### config.mk
export PLATFORM = sky130hd
export DESIGN_NAME = program_loader
export DESIGN_NICKNAME = d
export VERILOG_FILES = /design/src/rtl/program_loader.sv
export SDC_FILE = /design/constraint.sdc
export NUM_CORES = 1
export LEC_CHECK = 0
export ABC_AREA = 0
export CAP_MARGIN = 30
export CORE_MARGIN = 2
export CORE_UTILIZATION = 55
export CTS_CLUSTER_SIZE = 30
export DETAILED_ROUTE_END_ITERATION = 7
export DONT_BUFFER_PORTS = 1
export MAX_ROUTING_LAYER = met4
export PLACE_DENSITY = 0.68
export SLEW_MARGIN = 10
export SYNTH_ARGS = -nofsm -noshare
export SYNTH_HDL_FRONTEND = slang
export SYNTH_SLANG_ARGS = --single-unit
### constraint.sdc
create_clock -name clk -period 2.91 [get_ports clk]
set_input_delay 0.873 -clock clk [delete_from_list [all_inputs] [get_ports clk]]
set_output_delay 0.873 -clock clk [all_outputs]
set_load 0.05 [all_outputs]
### src/rtl/program_loader.sv
// program_loader
//   Write side of the SIMD instruction memory. Receives a length-prefixed,
//   little-endian byte stream, packs it into instruction words
//   {opcode, a_addr, b_addr, r_addr}, rejects illegal opcodes, writes the
//   accepted words to consecutive addresses and holds the decoder/PC in
//   reset until a whole program has been written.
//
// Ports
//   clk        in   sole clock
//   rstn       in   asynchronous active-low reset
//   start      in   begin a load (honoured in IDLE, DONE, ERR)
//   s_data     in   stream byte
//   s_valid    in   stream byte valid
//   s_ready    out  loader accepts a byte
//   ins_we     out  instruction memory write strobe
//   ins_waddr  out  instruction memory write address
//   ins_wdata  out  instruction word {opcode, a_addr, b_addr, r_addr}
//   core_rstn  out  active-low reset to decoder/PC, high only after a good load
//   done       out  last load completed
//   error      out  last load aborted
//   ins_count  out  instructions written in the current/last load
//
// state   | meaning
// --------+-----------------------------------------------
// IDLE    | out of reset, waiting for start
// HDR0    | waiting for low byte of instruction count N
// HDR1    | waiting for high byte of N, then range check
// PAYLOAD | collecting the bytes of one instruction word
// CHECK   | opcode legality check on the assembled word
// WRITE   | one-cycle write strobe into instruction memory
// DONE    | program loaded, core released from reset
// ERR     | load aborted (bad length or illegal opcode)

module program_loader #(
    parameter int  INS_ADDR_WIDTH = 10,
    parameter int  ADDR_WIDTH     = 10,
    localparam int OPCODE_WIDTH   = 3,
    localparam int INS_WIDTH      = OPCODE_WIDTH + 3 * ADDR_WIDTH,
    localparam int BYTES_PER_INS  = (INS_WIDTH + 7) / 8
) (
    input  logic                      clk,
    input  logic                      rstn,
    input  logic                      start,
    input  logic [7:0]                s_data,
    input  logic                      s_valid,
    output logic                      s_ready,
    output logic                      ins_we,
    output logic [INS_ADDR_WIDTH-1:0] ins_waddr,
    output logic [INS_WIDTH-1:0]      ins_wdata,
    output logic                      core_rstn,
    output logic                      done,
    output logic                      error,
    output logic [INS_ADDR_WIDTH:0]   ins_count
);

    localparam int BCNT_W = $clog2(BYTES_PER_INS + 1);

    typedef enum logic [2:0] {
        IDLE, HDR0, HDR1, PAYLOAD, CHECK, WRITE, DONE, ERR
    } state_t;

    state_t state_q, state_d;

    logic [15:0]               n_q;
    logic [BCNT_W-1:0]         bcnt_q;
    logic [INS_WIDTH-1:0]      word_q;
    logic [INS_ADDR_WIDTH:0]   count_q;
    logic                      s_ready_q;
    logic                      ins_we_q;
    logic [INS_ADDR_WIDTH-1:0] waddr_q;
    logic [INS_WIDTH-1:0]      wdata_q;
    logic                      core_rstn_q;
    logic                      done_q;
    logic                      error_q;

    logic        xfer;
    logic        start_ok;
    logic [15:0] hdr_n;
    logic        last_byte;
    logic        opcode_ok;
    logic        last_ins;

    assign xfer      = s_valid && s_ready_q;
    assign start_ok  = start && (state_q == IDLE || state_q == DONE || state_q == ERR);
    assign hdr_n     = {s_data, n_q[7:0]};
    assign last_byte = (bcnt_q == BCNT_W'(BYTES_PER_INS - 1));
    assign opcode_ok = (word_q[INS_WIDTH-1 -: OPCODE_WIDTH] <= OPCODE_WIDTH'(5));
    // Compared in 32 bits so N = 2^INS_ADDR_WIDTH terminates on the final write.
    assign last_ins  = ((32'(count_q) + 32'd1) == 32'(n_q));

    always_ff @(posedge clk or negedge rstn) begin
        if (!rstn) state_q <= IDLE;
        else       state_q <= state_d;
    end

    always_comb begin
        state_d = state_q;
        case (state_q)
            IDLE:    if (start) state_d = HDR0;
            HDR0:    if (xfer) state_d = HDR1;
            HDR1: begin
                if (xfer) begin
                    if (hdr_n == 16'd0)
                        state_d = DONE;
                    else if (32'(hdr_n) > (32'd1 << INS_ADDR_WIDTH))
                        state_d = ERR;
                    else
                        state_d = PAYLOAD;
                end
            end
            PAYLOAD: if (xfer && last_byte) state_d = CHECK;
            CHECK:   state_d = opcode_ok ? WRITE : ERR;
            WRITE:   state_d = last_ins ? DONE : PAYLOAD;
            DONE:    if (start) state_d = HDR0;
            ERR:     if (start) state_d = HDR0;
            default: state_d = IDLE;
        endcase
    end

    // Header, byte counter and word assembly.
    always_ff @(posedge clk or negedge rstn) begin
        if (!rstn) begin
            n_q    <= '0;
            bcnt_q <= '0;
            word_q <= '0;
        end else if (start_ok) begin
            n_q    <= '0;
            bcnt_q <= '0;
            word_q <= '0;
        end else if (xfer) begin
            case (state_q)
                HDR0: n_q[7:0]  <= s_data;
                HDR1: n_q[15:8] <= s_data;
                PAYLOAD: begin
                    // Bits at or above INS_WIDTH in the last byte are dropped.
                    for (int i = 0; i < 8; i++) begin
                        if ((32'(bcnt_q) * 8 + i) < INS_WIDTH)
                            word_q[32'(bcnt_q) * 8 + i] <= s_data[i];
                    end
                    bcnt_q <= last_byte ? '0 : bcnt_q + 1'b1;
                end
                default: ;
            endcase
        end
    end

    // Outputs are registered from the next state so each one is a clean
    // function of the state the FSM is in during that cycle.
    always_ff @(posedge clk or negedge rstn) begin
        if (!rstn) begin
            s_ready_q   <= 1'b0;
            ins_we_q    <= 1'b0;
            waddr_q     <= '0;
            wdata_q     <= '0;
            core_rstn_q <= 1'b0;
            done_q      <= 1'b0;
            error_q     <= 1'b0;
            count_q     <= '0;
        end else begin
            s_ready_q   <= (state_d == HDR0 || state_d == HDR1 || state_d == PAYLOAD);
            ins_we_q    <= (state_d == WRITE);
            core_rstn_q <= (state_d == DONE);
            done_q      <= (state_d == DONE);
            error_q     <= (state_d == ERR);
            if (state_q == CHECK && state_d == WRITE) begin
                waddr_q <= count_q[INS_ADDR_WIDTH-1:0];
                wdata_q <= word_q;
            end
            if (start_ok)
                count_q <= '0;
            else if (state_q == WRITE)
                count_q <= count_q + 1'b1;
        end
    end

    assign s_ready   = s_ready_q;
    assign ins_we    = ins_we_q;
    assign ins_waddr = waddr_q;
    assign ins_wdata = wdata_q;
    assign core_rstn = core_rstn_q;
    assign done      = done_q;
    assign error     = error_q;
    assign ins_count = count_q;

endmodule

==> flow_metrics.env <==
export IMPL_final_seq_area_um2=2830
export IMPL_async_reset_ff_frac=1.00
export IMPL_io_pins=71
export IMPL_finalSetupTns_ns=0
export IMPL_yosysUniqueCellTypes=54
export IMPL_reg2reg_slack_ns=0.32
export IMPL_path_clk_slew_ns=0.05
export IMPL_grt_max_degree=114
export IMPL_syn_num_nets=719
export IMPL_crit_path_end="ins_wdata[10]$_DFFE_PN0P_"
export IMPL_multi_input_area_um2=3380
export IMPL_required_ns=3.27
export IMPL_outcome="finished, violations left"
export IMPL_grt_pass1_wl_um=29100
export IMPL_place_hpwl_um=11200
export IMPL_vias_per_cell=6.50
export IMPL_startpoint="ins_count[3]$_DFFE_PN0P_"
export IMPL_rsz0062_at_grt="false"
export IMPL_max_freq_mhz=387
export IMPL_synthToLayoutAreaGrowth_pct=12.0
export IMPL_cts_root_buf="clkbuf_16"
export IMPL_ys_ff_latch=113
export IMPL_cp_num_cells=7
export IMPL_syn_inst=704
export IMPL_fill_cells=963
export IMPL_htreeDepth=4
export IMPL_post_cts_setup_buffers=0
export IMPL_cp_arrival_ns=2.94
export IMPL_cts_max_path_buffers=2
export IMPL_cap_violations=0
export IMPL_gpl_final_weighted_congestion=0.906
export IMPL_fin_crit_ns=2.59
export IMPL_tightest_slew_ns=0.867
export IMPL_overflow=0
export IMPL_power_density_nw_per_um2=1260
export IMPL_path_max_fanout=31
export IMPL_syn_area_um2=6550
export IMPL_fin_crit_sh=0.889
export IMPL_synth_edf_count=0
export IMPL_portBuffers=0
export IMPL_ir_worst_vdd_uv=665
export IMPL_max_slew_margin=0.423
export IMPL_utilization=0.637
export IMPL_core_area_um2=11500
export IMPL_ant_nets=0
export IMPL_startpoint_type="flip-flop"
export IMPL_start_util=0.568
export IMPL_wl_per_cell_um=20.8
export IMPL_antenna_found_initial=0
export IMPL_dieArea_um2=12800
export IMPL_violations="DRC"
export IMPL_skew_ns=0.00656
export IMPL_nets=707
export IMPL_hold_viol=0
export IMPL_grt_pass1_vias=5507
export IMPL_cts_resized=0
export IMPL_dr_pass1_iters=7
export IMPL_cts_sinks=113
export IMPL_report_final_slew_viol_count=0
export IMPL_wirelength_um=17600
export IMPL_reg2reg_from="ins_count[3]$_DFFE_PN0P_"
export IMPL_reg2reg_to="ins_wdata[10]$_DFFE_PN0P_"
export IMPL_ys_seq_area_frac=0.432
export IMPL_cts_buffers=17
export IMPL_final_common_cell="dfrtp_1"
export IMPL_setup_viol=0
export IMPL_path_buf_inv=1
export IMPL_synth_warnings=0
export IMPL_crit_type="reg2reg"
export IMPL_holdBufCountCts=0
export IMPL_endpoint_kind="flip-flop"
export IMPL_num_antenna_cells=0
export IMPL_die_h_um=113
export IMPL_grt_use_total=0.302
export IMPL_fp_dieW_um=113
export IMPL_syn_area_per_cell_um2=9.30
export IMPL_drt_iter0_markers=668
export IMPL_drive_gt1_frac=0.119
export IMPL_cp_cell_sequence="nand4_2, or4_1, a211oi_1, o211a_1, buf_4, a31oi_1, nand3_1"
export IMPL_crit_family="simple AND/OR/NAND/NOR gates"
export IMPL_ys_flop_type="dfrtp_1"
export IMPL_drc=8
export IMPL_min_delay_path_class="in2async"
export IMPL_rr_worst_depth=7
export IMPL_p_leak_nw=3.15
export IMPL_clock_latency_ns=0.43
export IMPL_slowest_delay_ns=0.55
export IMPL_cts_tree="yes"
export IMPL_slowest_stage="or4_1"
export IMPL_final_cell_mix="113 x dfrtp_1, 95 x nand3_1, 70 x nor2_1"
export IMPL_num_rows=39
export IMPL_num_vias=5509
-- cells by family (layout without fill, tap and decap cells) --
logic type / Yosys count / count (layout) / synth area share
compound gates: 92 / 92 / 0.0895
xor+xnor: 17 / 17 / 0.0227
fa+ha+maj: 4 / 4 / 0.00726
buf+inv: 76 / 77 / 0.0585
flops: 113 / 113 / 0.432
mux: 52 / 52 / 0.0797
simple gates: 350 / 350 / 0.310
-- cell type report --
class | instances | share of cell area
clock buffers | 22 | 0.0633
clock inverters | 10 | 0.0215
repair buffers | 38 | 0.0406
inverters | 7 | 0.00358
multi-input cells | 515 | 0.461
flip-flops and latches | 113 | 0.386
well taps | 143 | 0.0244
-- cells in the mapped netlist (8+ instances only) --
cell type,number,area [um^2]
nor3_1,9,45.0
nand3_1,95,475
dfrtp_1,113,2830
buf_2,9,45.0
nor2_1,72,270
xnor2_1,10,87.6
clkbuf_1,44,165
nand2b_1,45,282
a21oi_1,10,50.1
nor4b_1,43,377
a31oi_1,47,294
nand2_1,14,52.6
o21ai_0,17,85.1
mux2i_1,51,510
and3_1,45,282
buf_6,8,90.1
-- registers in the layout (all words and copies together), names as in the netlist --
register	flops
bcnt_q	3
done	1
error	1
ins_count	11
ins_waddr	10
ins_wdata	33
ins_we	1
n_q	16
s_ready	1
state_q	3
word_q	33
-- through the flow --
| stage | hold WS, ns | cells | cell area, um^2 | total power, mW | worst slack [ns] |
|---|---|---|---|---|---|
| after floorplan | 0.469 | 704 | 6550 | 6.15 | 0.261 |
| after global placement | 0.485 | 816 | 6710 | 6.87 | 0.392 |
| after detailed placement | 0.488 | 816 | 6710 | 7.04 | 0.342 |
| after CTS | 0.130 | 848 | 7330 | 9.26 | 0.377 |
| after global routing | 0.126 | 848 | 7330 | 9.80 | 0.198 |
| final | 0.143 | 848 | 7330 | 9.24 | 0.324 |
-- power breakdown --
part	switching, mW	internal [mW]
Clock	0.739	1.47
Combinational	2.08	1.40
Sequential	1.40	2.14
Total	4.22	5.02
-- worst min path at each step --
stage | from | endpoint | slack (ns)
detailed placement | word_q[28]$_DFFE_PN0P_ | ins_wdata[28]$_DFFE_PN0P_ | 0.49
global placement | word_q[21]$_DFFE_PN0P_ | ins_wdata[21]$_DFFE_PN0P_ | 0.48
global route | rstn | ins_count[1]$_DFFE_PN0P_ | 0.13
finish | rstn | ins_count[3]$_DFFE_PN0P_ | 0.14
floorplan | word_q[10]$_DFFE_PN0P_ | ins_wdata[10]$_DFFE_PN0P_ | 0.47
CTS | rstn | n_q[7]$_DFFE_PN0P_ | 0.13
-- routing by layer --
metal  part of all wire  track usage  routed length, um  up-vias
met2               0.49        0.474               8680      191
met4              0.029        0.140                505        0
li1                   -            -                  -     2536
met3              0.060       0.0750               1070       41
met1               0.42        0.371               7370     2741
met5                  0            -                  0        -
(Power assumes the default switching activity.)
